### src/rtl/l2cache_axi_pkg.sv
// Shared constants for the L2 cache <-> AXI4 bridge.
//   AXI_BURST_INCR / AXI_RESP_OKAY : AXI field encodings
//   R_* / W_*                      : read / write FSM state encodings
//   line_words()                   : words per L2 line for a given offset width
package l2cache_axi_pkg;

  localparam logic [1:0] AXI_BURST_INCR = 2'b01;
  localparam logic [1:0] AXI_RESP_OKAY  = 2'b00;

  localparam logic [1:0] R_IDLE = 2'd0;
  localparam logic [1:0] R_AR   = 2'd1;
  localparam logic [1:0] R_DATA = 2'd2;
  localparam logic [1:0] R_DONE = 2'd3;

  localparam logic [1:0] W_IDLE      = 2'd0;
  localparam logic [1:0] W_ADDR_DATA = 2'd1;
  localparam logic [1:0] W_RESP      = 2'd2;

  // LINE_WORDS = 1 << OFFSET_WIDTH
  function automatic int unsigned line_words(input int unsigned offset_width);
    return 32'd1 << offset_width;
  endfunction

endpackage

### src/rtl/l2cache_axi_bridge_if.sv
// AXI4 (32-bit data) bus between the L2 bridge and the memory system.
//   master : bridge side (drives AR/AW/W, rready, bready)
//   slave  : memory side (drives arready/awready/wready, R and B channels)
interface l2cache_axi_bridge_if;
  logic [31:0] araddr;
  logic [7:0]  arlen;
  logic [2:0]  arsize;
  logic [1:0]  arburst;
  logic        arvalid;
  logic        arready;
  logic [31:0] rdata;
  logic [1:0]  rresp;
  logic        rlast;
  logic        rvalid;
  logic        rready;
  logic [31:0] awaddr;
  logic [7:0]  awlen;
  logic [2:0]  awsize;
  logic [1:0]  awburst;
  logic        awvalid;
  logic        awready;
  logic [31:0] wdata;
  logic [3:0]  wstrb;
  logic        wlast;
  logic        wvalid;
  logic        wready;
  logic [1:0]  bresp;
  logic        bvalid;
  logic        bready;

  modport master (
    output araddr, arlen, arsize, arburst, arvalid, input arready,
    input rdata, rresp, rlast, rvalid, output rready,
    output awaddr, awlen, awsize, awburst, awvalid, input awready,
    output wdata, wstrb, wlast, wvalid, input wready,
    input bresp, bvalid, output bready
  );

  modport slave (
    input araddr, arlen, arsize, arburst, arvalid, output arready,
    output rdata, rresp, rlast, rvalid, input rready,
    input awaddr, awlen, awsize, awburst, awvalid, output awready,
    input wdata, wstrb, wlast, wvalid, output wready,
    output bresp, bvalid, input bready
  );
endinterface

### src/rtl/l2cache_axi_wchan.sv
// Write channel of the L2 bridge: captures a write-back line (or SUC word) on
// accept and issues it as one AXI INCR burst, AW and W in parallel.
//   l2_*           : L2 write request side (l2_addrok_w = accepted this cycle)
//   busy, line_tag : state/line address for the read-side hazard check
//   aw*, w*, b*    : AXI write address / data / response handshakes
module l2cache_axi_wchan import l2cache_axi_pkg::*; #(
  parameter int unsigned OFFSET_WIDTH = 3,
  parameter int unsigned LINE_W       = 32 * (1 << OFFSET_WIDTH)
) (
  input  logic                     clk,
  input  logic                     rstn,
  input  logic [31:0]              l2_addr_w,
  input  logic                     l2_req_w,
  input  logic                     l2_suc,
  input  logic [3:0]               l2_wstrb,
  input  logic [1:0]               l2_size,
  input  logic [LINE_W-1:0]        l2_wline,
  output logic                     l2_addrok_w,
  output logic                     busy,
  output logic [31:OFFSET_WIDTH+2] line_tag,
  output logic [31:0]              awaddr,
  output logic [7:0]               awlen,
  output logic [2:0]               awsize,
  output logic [1:0]               awburst,
  output logic                     awvalid,
  input  logic                     awready,
  output logic [31:0]              wdata,
  output logic [3:0]               wstrb,
  output logic                     wlast,
  output logic                     wvalid,
  input  logic                     wready,
  input  logic                     bvalid,
  output logic                     bready
);
  localparam int unsigned LINE_WORDS = line_words(OFFSET_WIDTH);
  localparam logic [OFFSET_WIDTH-1:0] LAST_CNT = OFFSET_WIDTH'(LINE_WORDS - 1);

  logic [1:0]              state_q;
  logic [31:0]             addr_q;
  logic [LINE_W-1:0]       line_q;
  logic [3:0]              strb_q;
  logic [1:0]              size_q;
  logic                    suc_q;
  logic [OFFSET_WIDTH-1:0] cnt_q;
  logic                    aw_done_q;
  logic                    w_done_q;
  logic                    aw_hs, w_hs, aw_ok, w_ok;

  always_comb begin
    l2_addrok_w = (state_q == W_IDLE) && l2_req_w;
    busy        = (state_q != W_IDLE);
    line_tag    = addr_q[31:OFFSET_WIDTH+2];
    awaddr      = addr_q;
    awlen       = suc_q ? 8'd0 : 8'(LINE_WORDS - 1);
    awsize      = suc_q ? {1'b0, size_q} : 3'd2;
    awburst     = AXI_BURST_INCR;
    awvalid     = (state_q == W_ADDR_DATA) && !aw_done_q;
    // W does not wait for AW; it stops once the last beat has gone.
    wvalid      = (state_q == W_ADDR_DATA) && !w_done_q;
    wlast       = suc_q || (cnt_q == LAST_CNT);
    wstrb       = suc_q ? strb_q : 4'hF;
    bready      = (state_q == W_RESP);
    wdata       = '0;
    for (int i = 0; i < int'(LINE_WORDS); i++) begin
      if (cnt_q == i[OFFSET_WIDTH-1:0]) wdata = line_q[i*32 +: 32];
    end
    aw_hs = awvalid && awready;
    w_hs  = wvalid && wready;
    aw_ok = aw_done_q || aw_hs;
    w_ok  = w_done_q || (w_hs && wlast);
  end

  always_ff @(posedge clk) begin
    if (!rstn) begin
      state_q   <= W_IDLE;
      addr_q    <= '0;
      line_q    <= '0;
      strb_q    <= '0;
      size_q    <= '0;
      suc_q     <= 1'b0;
      cnt_q     <= '0;
      aw_done_q <= 1'b0;
      w_done_q  <= 1'b0;
    end else begin
      unique case (state_q)
        W_IDLE: if (l2_req_w) begin
          addr_q    <= l2_addr_w;
          line_q    <= l2_wline;
          strb_q    <= l2_wstrb;
          size_q    <= l2_size;
          suc_q     <= l2_suc;
          cnt_q     <= '0;
          aw_done_q <= 1'b0;
          w_done_q  <= 1'b0;
          state_q   <= W_ADDR_DATA;
        end
        W_ADDR_DATA: begin
          if (aw_hs) aw_done_q <= 1'b1;
          if (w_hs) begin
            cnt_q <= cnt_q + 1'b1;
            if (wlast) w_done_q <= 1'b1;
          end
          if (aw_ok && w_ok) state_q <= W_RESP;
        end
        W_RESP: if (bvalid) state_q <= W_IDLE;
        default: state_q <= W_IDLE;
      endcase
    end
  end
endmodule

### src/rtl/l2cache_axi_bridge.sv
// L2 cache mem port to AXI4 master bridge. Line refills become INCR read
// bursts, dirty write-backs INCR write bursts, SUC accesses single beats.
// One outstanding transaction per direction.
//   l2_*    : L2 request/response side (l2_rline valid while l2_dataok)
//   axi     : AXI4 master port
//   bus_err : sticky, set on any non-OKAY rresp/bresp
module l2cache_axi_bridge import l2cache_axi_pkg::*; #(
  parameter int unsigned OFFSET_WIDTH = 3,
  parameter int unsigned LINE_W       = 32 * (1 << OFFSET_WIDTH)
) (
  input  logic               clk,
  input  logic               rstn,
  input  logic [31:0]        l2_addr_r,
  input  logic [31:0]        l2_addr_w,
  input  logic               l2_req_r,
  input  logic               l2_req_w,
  input  logic               l2_rdy,
  input  logic               l2_suc,
  input  logic [3:0]         l2_wstrb,
  input  logic [1:0]         l2_size,
  input  logic [LINE_W-1:0]  l2_wline,
  output logic [LINE_W-1:0]  l2_rline,
  output logic               l2_addrok_r,
  output logic               l2_addrok_w,
  output logic               l2_dataok,
  l2cache_axi_bridge_if.master axi,
  output logic               bus_err
);
  localparam int unsigned LINE_WORDS = line_words(OFFSET_WIDTH);

  logic [1:0]              r_state_q;
  logic [31:0]             r_addr_q;
  logic                    r_suc_q;
  logic [1:0]              r_size_q;
  logic [OFFSET_WIDTH-1:0] r_cnt_q;
  logic [OFFSET_WIDTH-1:0] r_idx;
  logic [LINE_W-1:0]       rline_q;
  logic                    bus_err_q;
  logic                    w_busy;
  logic [31:OFFSET_WIDTH+2] w_tag;
  logic                    hazard;

  l2cache_axi_wchan #(
    .OFFSET_WIDTH (OFFSET_WIDTH),
    .LINE_W       (LINE_W)
  ) u_wchan (
    .clk         (clk),
    .rstn        (rstn),
    .l2_addr_w   (l2_addr_w),
    .l2_req_w    (l2_req_w),
    .l2_suc      (l2_suc),
    .l2_wstrb    (l2_wstrb),
    .l2_size     (l2_size),
    .l2_wline    (l2_wline),
    .l2_addrok_w (l2_addrok_w),
    .busy        (w_busy),
    .line_tag    (w_tag),
    .awaddr      (axi.awaddr),
    .awlen       (axi.awlen),
    .awsize      (axi.awsize),
    .awburst     (axi.awburst),
    .awvalid     (axi.awvalid),
    .awready     (axi.awready),
    .wdata       (axi.wdata),
    .wstrb       (axi.wstrb),
    .wlast       (axi.wlast),
    .wvalid      (axi.wvalid),
    .wready      (axi.wready),
    .bvalid      (axi.bvalid),
    .bready      (axi.bready)
  );

  always_comb begin
    // Uses the registered write state, so a read and write issued together
    // are both accepted.
    hazard      = w_busy && (w_tag == l2_addr_r[31:OFFSET_WIDTH+2]);
    l2_addrok_r = (r_state_q == R_IDLE) && l2_req_r && !hazard;
    l2_dataok   = (r_state_q == R_DONE) && l2_rdy;
    l2_rline    = rline_q;
    bus_err     = bus_err_q;
    r_idx       = r_suc_q ? '0 : r_cnt_q;
    axi.araddr  = r_addr_q;
    axi.arlen   = r_suc_q ? 8'd0 : 8'(LINE_WORDS - 1);
    axi.arsize  = r_suc_q ? {1'b0, r_size_q} : 3'd2;
    axi.arburst = AXI_BURST_INCR;
    axi.arvalid = (r_state_q == R_AR);
    axi.rready  = (r_state_q == R_DATA);
  end

  always_ff @(posedge clk) begin
    if (!rstn) begin
      r_state_q <= R_IDLE;
      r_addr_q  <= '0;
      r_suc_q   <= 1'b0;
      r_size_q  <= '0;
      r_cnt_q   <= '0;
      rline_q   <= '0;
    end else begin
      unique case (r_state_q)
        R_IDLE: if (l2_addrok_r) begin
          r_addr_q  <= l2_addr_r;
          r_suc_q   <= l2_suc;
          r_size_q  <= l2_size;
          r_cnt_q   <= '0;
          rline_q   <= '0;
          r_state_q <= R_AR;
        end
        R_AR: if (axi.arready) r_state_q <= R_DATA;
        R_DATA: if (axi.rvalid) begin
          for (int i = 0; i < int'(LINE_WORDS); i++) begin
            if (r_idx == i[OFFSET_WIDTH-1:0]) rline_q[i*32 +: 32] <= axi.rdata;
          end
          r_cnt_q <= r_cnt_q + 1'b1;
          // rlast ends the burst regardless of the beat count.
          if (axi.rlast) r_state_q <= R_DONE;
        end
        R_DONE: if (l2_rdy) r_state_q <= R_IDLE;
        default: r_state_q <= R_IDLE;
      endcase
    end
  end

  always_ff @(posedge clk) begin
    if (!rstn) begin
      bus_err_q <= 1'b0;
    end else if ((axi.rvalid && axi.rresp != AXI_RESP_OKAY) ||
                 (axi.bvalid && axi.bresp != AXI_RESP_OKAY)) begin
      bus_err_q <= 1'b1;
    end
  end
endmodule

### src/flat_wrapper.sv
// flat-port wrapper written by rule: the top's interface ports become plain ports
module l2cache_axi_bridge_flat import l2cache_axi_pkg::*;
#(
  parameter int unsigned OFFSET_WIDTH = 3,
  parameter int unsigned LINE_W       = 32 * (1 << OFFSET_WIDTH)
)
  (clk, rstn, l2_addr_r, l2_addr_w, l2_req_r, l2_req_w, l2_rdy, l2_suc, l2_wstrb, l2_size, l2_wline, l2_rline, l2_addrok_r, l2_addrok_w, l2_dataok, bus_err, axi_araddr, axi_arlen, axi_arsize, axi_arburst, axi_arvalid, axi_arready, axi_rdata, axi_rresp, axi_rlast, axi_rvalid, axi_rready, axi_awaddr, axi_awlen, axi_awsize, axi_awburst, axi_awvalid, axi_awready, axi_wdata, axi_wstrb, axi_wlast, axi_wvalid, axi_wready, axi_bresp, axi_bvalid, axi_bready);
  l2cache_axi_bridge_if axi_i ();
  input  logic clk;
  input  logic rstn;
  input  logic [31:0] l2_addr_r;
  input  logic [31:0] l2_addr_w;
  input  logic l2_req_r;
  input  logic l2_req_w;
  input  logic l2_rdy;
  input  logic l2_suc;
  input  logic [3:0] l2_wstrb;
  input  logic [1:0] l2_size;
  input  logic [LINE_W-1:0] l2_wline;
  output logic [LINE_W-1:0] l2_rline;
  output logic l2_addrok_r;
  output logic l2_addrok_w;
  output logic l2_dataok;
  output logic bus_err;
  output wire logic [$bits(axi_i.araddr)-1:0] axi_araddr;
  output wire logic [$bits(axi_i.arlen)-1:0] axi_arlen;
  output wire logic [$bits(axi_i.arsize)-1:0] axi_arsize;
  output wire logic [$bits(axi_i.arburst)-1:0] axi_arburst;
  output wire logic [$bits(axi_i.arvalid)-1:0] axi_arvalid;
  input wire logic [$bits(axi_i.arready)-1:0] axi_arready;
  input wire logic [$bits(axi_i.rdata)-1:0] axi_rdata;
  input wire logic [$bits(axi_i.rresp)-1:0] axi_rresp;
  input wire logic [$bits(axi_i.rlast)-1:0] axi_rlast;
  input wire logic [$bits(axi_i.rvalid)-1:0] axi_rvalid;
  output wire logic [$bits(axi_i.rready)-1:0] axi_rready;
  output wire logic [$bits(axi_i.awaddr)-1:0] axi_awaddr;
  output wire logic [$bits(axi_i.awlen)-1:0] axi_awlen;
  output wire logic [$bits(axi_i.awsize)-1:0] axi_awsize;
  output wire logic [$bits(axi_i.awburst)-1:0] axi_awburst;
  output wire logic [$bits(axi_i.awvalid)-1:0] axi_awvalid;
  input wire logic [$bits(axi_i.awready)-1:0] axi_awready;
  output wire logic [$bits(axi_i.wdata)-1:0] axi_wdata;
  output wire logic [$bits(axi_i.wstrb)-1:0] axi_wstrb;
  output wire logic [$bits(axi_i.wlast)-1:0] axi_wlast;
  output wire logic [$bits(axi_i.wvalid)-1:0] axi_wvalid;
  input wire logic [$bits(axi_i.wready)-1:0] axi_wready;
  input wire logic [$bits(axi_i.bresp)-1:0] axi_bresp;
  input wire logic [$bits(axi_i.bvalid)-1:0] axi_bvalid;
  output wire logic [$bits(axi_i.bready)-1:0] axi_bready;
  assign axi_araddr = axi_i.araddr;
  assign axi_arlen = axi_i.arlen;
  assign axi_arsize = axi_i.arsize;
  assign axi_arburst = axi_i.arburst;
  assign axi_arvalid = axi_i.arvalid;
  assign axi_i.arready = axi_arready;
  assign axi_i.rdata = axi_rdata;
  assign axi_i.rresp = axi_rresp;
  assign axi_i.rlast = axi_rlast;
  assign axi_i.rvalid = axi_rvalid;
  assign axi_rready = axi_i.rready;
  assign axi_awaddr = axi_i.awaddr;
  assign axi_awlen = axi_i.awlen;
  assign axi_awsize = axi_i.awsize;
  assign axi_awburst = axi_i.awburst;
  assign axi_awvalid = axi_i.awvalid;
  assign axi_i.awready = axi_awready;
  assign axi_wdata = axi_i.wdata;
  assign axi_wstrb = axi_i.wstrb;
  assign axi_wlast = axi_i.wlast;
  assign axi_wvalid = axi_i.wvalid;
  assign axi_i.wready = axi_wready;
  assign axi_i.bresp = axi_bresp;
  assign axi_i.bvalid = axi_bvalid;
  assign axi_bready = axi_i.bready;
  l2cache_axi_bridge #(.OFFSET_WIDTH(OFFSET_WIDTH), .LINE_W(LINE_W)) u_core (.clk(clk), .rstn(rstn), .l2_addr_r(l2_addr_r), .l2_addr_w(l2_addr_w), .l2_req_r(l2_req_r), .l2_req_w(l2_req_w), .l2_rdy(l2_rdy), .l2_suc(l2_suc), .l2_wstrb(l2_wstrb), .l2_size(l2_size), .l2_wline(l2_wline), .l2_rline(l2_rline), .l2_addrok_r(l2_addrok_r), .l2_addrok_w(l2_addrok_w), .l2_dataok(l2_dataok), .axi(axi_i), .bus_err(bus_err));
endmodule
### config.mk
export PLATFORM = sky130hd
export DESIGN_NAME = l2cache_axi_bridge_flat
export DESIGN_NICKNAME = d
export VERILOG_FILES = /design/src/rtl/l2cache_axi_pkg.sv /design/src/rtl/l2cache_axi_bridge_if.sv /design/src/rtl/l2cache_axi_wchan.sv /design/src/rtl/l2cache_axi_bridge.sv /design/src/flat_wrapper.sv
export SDC_FILE = /design/constraint.sdc
export NUM_CORES = 1
export LEC_CHECK = 0
export ABC_AREA = 1
export ABC_CLOCK_PERIOD_IN_PS = 2000
export BUFFER_PORTS_ARGS = -buffer_cell sky130_fd_sc_hd__buf_4
export CAP_MARGIN = 5
export CORE_ASPECT_RATIO = 1.5
export CORE_MARGIN = 3
export CORE_UTILIZATION = 25
export CTS_CLUSTER_DIAMETER = 50
export DETAILED_ROUTE_END_ITERATION = 10
export HOLD_SLACK_MARGIN = 0.02
export SLEW_MARGIN = 20
export SYNTH_ARGS = -nofsm -noshare
export SYNTH_HDL_FRONTEND = slang
export SYNTH_HIERARCHICAL = 1
export SYNTH_SLANG_ARGS = --single-unit
### constraint.sdc
create_clock -name clk -period 2 [get_ports clk]
set_input_delay 0.1 -clock clk [delete_from_list [all_inputs] [get_ports clk]]
set_output_delay 0.1 -clock clk [all_outputs]
set_load 0.01 [all_outputs]
==> impl_metrics.tcl <==
set metrics [dict create \
    status "complete, but fails checks" \
    violations "setup timing" \
    yosys.cell_types.count 38 \
    setup_violations 321 \
    hold_class "in -> reg" \
    synth_ff_type "dfxtp_1" \
    initial_core_util_pct 25.3 \
    final-seq-area_um2 12000 \
    async_flop_share_pct 0 \
    worstPathRequired_ns 1.90 \
    drc 0 \
    grt_max_degree 84 \
    die_area_um2 114000 \
    cp-startpoint "u_core/u_wchan/cnt_q[1]" \
    dr.first_iter.drc_count 2435 \
    clk_pin_slew_ns 0.06 \
    hpwl_um 92500 \
    endpoint "axi_wdata[16]" \
    portBuffers 749 \
    placed_cell_area_um2 36300 \
    grt_use_total_pct 22.2 \
    cts.sinks 599 \
    crit_path_start_kind "flop" \
    timing.fmax_ghz 0.384 \
    worst-setup-path-type "reg -> out" \
    die_x_um 277 \
    powerDensity_nw_per_um2 1610 \
    grt_pass1_wl_um 193000 \
    cts_buffers 74 \
    worstMarginPinSlew_ns 0.707 \
    grt_pass1_vias 30500 \
    antenna_found_initial 11 \
    pre_cts_ws_ns -0.424 \
    vias 32100 \
    clkLatencyLatePin_ns 0.65 \
    holdWs_ns 0.0601 \
    drtAntennaViolNets 0 \
    ys_seq_area_share_pct 43.5 \
    yosys_warnings 6 \
    cp.arrival_ns 2.50 \
    reg2reg_depth 19 \
    layout.cells.non_filler 7050 \
    multi_input_area_um2 14500 \
    dpl.cell_count 6410 \
    synth_cells 4278 \
    fp.dieH_um 413 \
    rrSetupSlack_ns -0.35 \
    synthTopCellsByArea "dfxtp_1 (43%), nor2_1 (16%), nand2_1 (14%), inv_1 (7.0%), o21ai_0 (5.8%)" \
    dr.pass1.iters 6 \
    synth_most_common_cell "nor2_1" \
    viasPerCell 4.55 \
    slew_viol_final 0 \
    drive_above_1_share_pct 32.5 \
    finalCritPeriodShare_pct 130 \
    synthToLayoutAreaGrowth_pct 73.1 \
    netlist_area_um2 27600 \
    fp-row-count 148 \
    core_um2 109000 \
    r2r_start "u_core/u_wchan/awaddr[31]" \
    power.total_mw 77.0 \
    min_period_ns 2.60 \
    synth_area_per_cell_um2 6.45 \
    cp_max_fo 8 \
    fin_area_um2 47700 \
    setup_ws_ns -0.602 \
    ys_top_cells_by_count "nor2_1 (1,181), nand2_1 (996), dfxtp_1 (599)" \
    fin_setup_tns_ns -70.37 \
    worstHoldStart "axi_rvalid" \
    ir_worst_vdd_v 0.00133 \
    routedWlPerCell_um 19.3 \
    htreeDepth 3 \
    grt-ovfl-total 0 \
    regToRegEndpoint "u_core/l2_rline[77]" \
    finalNetCount 5947 \
    synth_edf_count 0 \
    ys_ff_latch 599 \
    final-hold-violation-count 0 \
    cp-end-kind "primary output" \
    totalWireLength_um 136000 \
    cts_tree "built" \
    place.gp.congestion 0.881 \
    yosysTopAreaCellShare_pct 43.5 \
    cts_root_buf "clkbuf_16" \
    p_leak_nw 23.7 \
    n_fill_cell 10500 \
    fin_util_pct 43.8 \
    slew_headroom_pct 52.8 \
    clock_skew_ns 0.0291 \
    yosysTopAreaCell "dfxtp_1" \
    cts.path.max_buffers 3 \
    maxCapViolCount 0 \
    rsz0062_at_grt "true" \
    io-pin-count 766 \
]
layout make-up:
class                      count  area share [%]
clock buffer                  90            4.15
antenna                        7          0.0367
multi-input combinational   2853            30.3
tap                         1425            3.74
clock inverter                42           0.925
timing repair buffer        1500            31.4
sequential                   599            25.2
inverter                     534            4.30
cell usage in the layout, fill, tap and decap left out, types with 6 or more instances in the layout:
master	count
nand2_8	6
nand2_4	117
diode_2	7
nand3_2	36
nand3_4	34
dfxtp_2	14
clkbuf_1	9
inv_4	6
or2_2	10
o21ai_2	9
inv_1	484
buf_8	12
a21oi_1	65
conb_1	16
buf_4	889
dfxtp_1	580
clkinv_2	15
nor2_1	1076
buf_16	28
o21ai_1	27
or2_0	6
nand2_2	165
or2_1	18
nand4_1	71
dlygate4sd3_1	365
nor2_2	60
o21ai_0	306
buf_12	112
nor2_4	49
nand3_1	41
inv_6	12
nand2_1	712
inv_2	39
buf_6	68
clkbuf_16	95
clkbuf_8	7
what timing repair did:
action	in CTS	in global routing
setup buffers	58	39
hold buffers	365	0
pin swaps	128	184
setup endpoints to repair	332	331
hold endpoints to repair	464	0
gates resized for setup	500	432
cloned	46	24
power by group:
group | internal, mW | switching [mW] | total, mW
combinational | 21.2 | 24.3 | 45.5
sequential | 15.7 | 2.25 | 17.9
clock | 7.73 | 5.83 | 13.6
per-layer routing:
| layer | GRT usage (%) | part of all wire (%) | wire, µm | vias to the layer above |
|---|---|---|---|---|
| met3 | 4.15 | 7.1 | 9660 | 323 |
| met5 | 0 | 0 | 0 | - |
| met4 | 15.7 | 7.8 | 10600 | 0 |
| met1 | 23.6 | 35 | 48300 | 14700 |
| met2 | 39.6 | 50 | 67700 | 1582 |
| li1 | - | - | - | 15400 |
worst max-delay path, cell delays in order (launching register included):
cell	delay, ns
dfxtp_4	0.37
buf_6	0.11
ha_4	0.15
nand2_8	0.12
buf_12	0.17
or2_1	0.21
nand3_1	0.10
nand2_2	0.07
buf_12	0.14
nand2_8	0.06
nand2_4	0.06
nand2_4	0.08
nand2_2	0.05
buf_4	0.14
flip-flops by register name, summed over array words and instances (netlist names):
name                      cells
u_core/axi.araddr            32
u_core/bus_err                1
u_core/l2_rline             256
u_core/r_cnt_q                3
u_core/r_size_q               2
u_core/r_state_q              2
u_core/r_suc_q                1
u_core/u_wchan/aw_done_q      1
u_core/u_wchan/awaddr        32
u_core/u_wchan/cnt_q          3
u_core/u_wchan/line_q       256
u_core/u_wchan/size_q         2
u_core/u_wchan/state_q        2
u_core/u_wchan/strb_q         4
u_core/u_wchan/suc_q          1
u_core/u_wchan/w_done_q       1
logic make-up after synthesis:
kind of cell | count (synthesis) | share of synthesized area [%]
xor+xnor | 6 | 0.191
other cells | 4 | 0.0544
buf+inv | 838 | 13.4
simple gates | 2406 | 34.6
compound gates | 414 | 7.81
fa+ha+maj | 11 | 0.499
flops | 599 | 43.5
worst min-delay path by stage:
stage	endpoint	slack [ns]	cells past startpoint
2_1_floorplan	u_core/axi.araddr[12]	0.23	2
3_3_place_gp	u_core/u_wchan/awaddr[0]	0.32	3
5_1_grt	u_core/l2_rline[158]	0.06	6
6_report	u_core/r_state_q[0]	0.06	6
3_5_place_dp	u_core/u_wchan/line_q[147]	0.33	3
4_1_cts	u_core/l2_rline[25]	0.02	6
No activity file was read; power rests on OpenSTA's default activity.
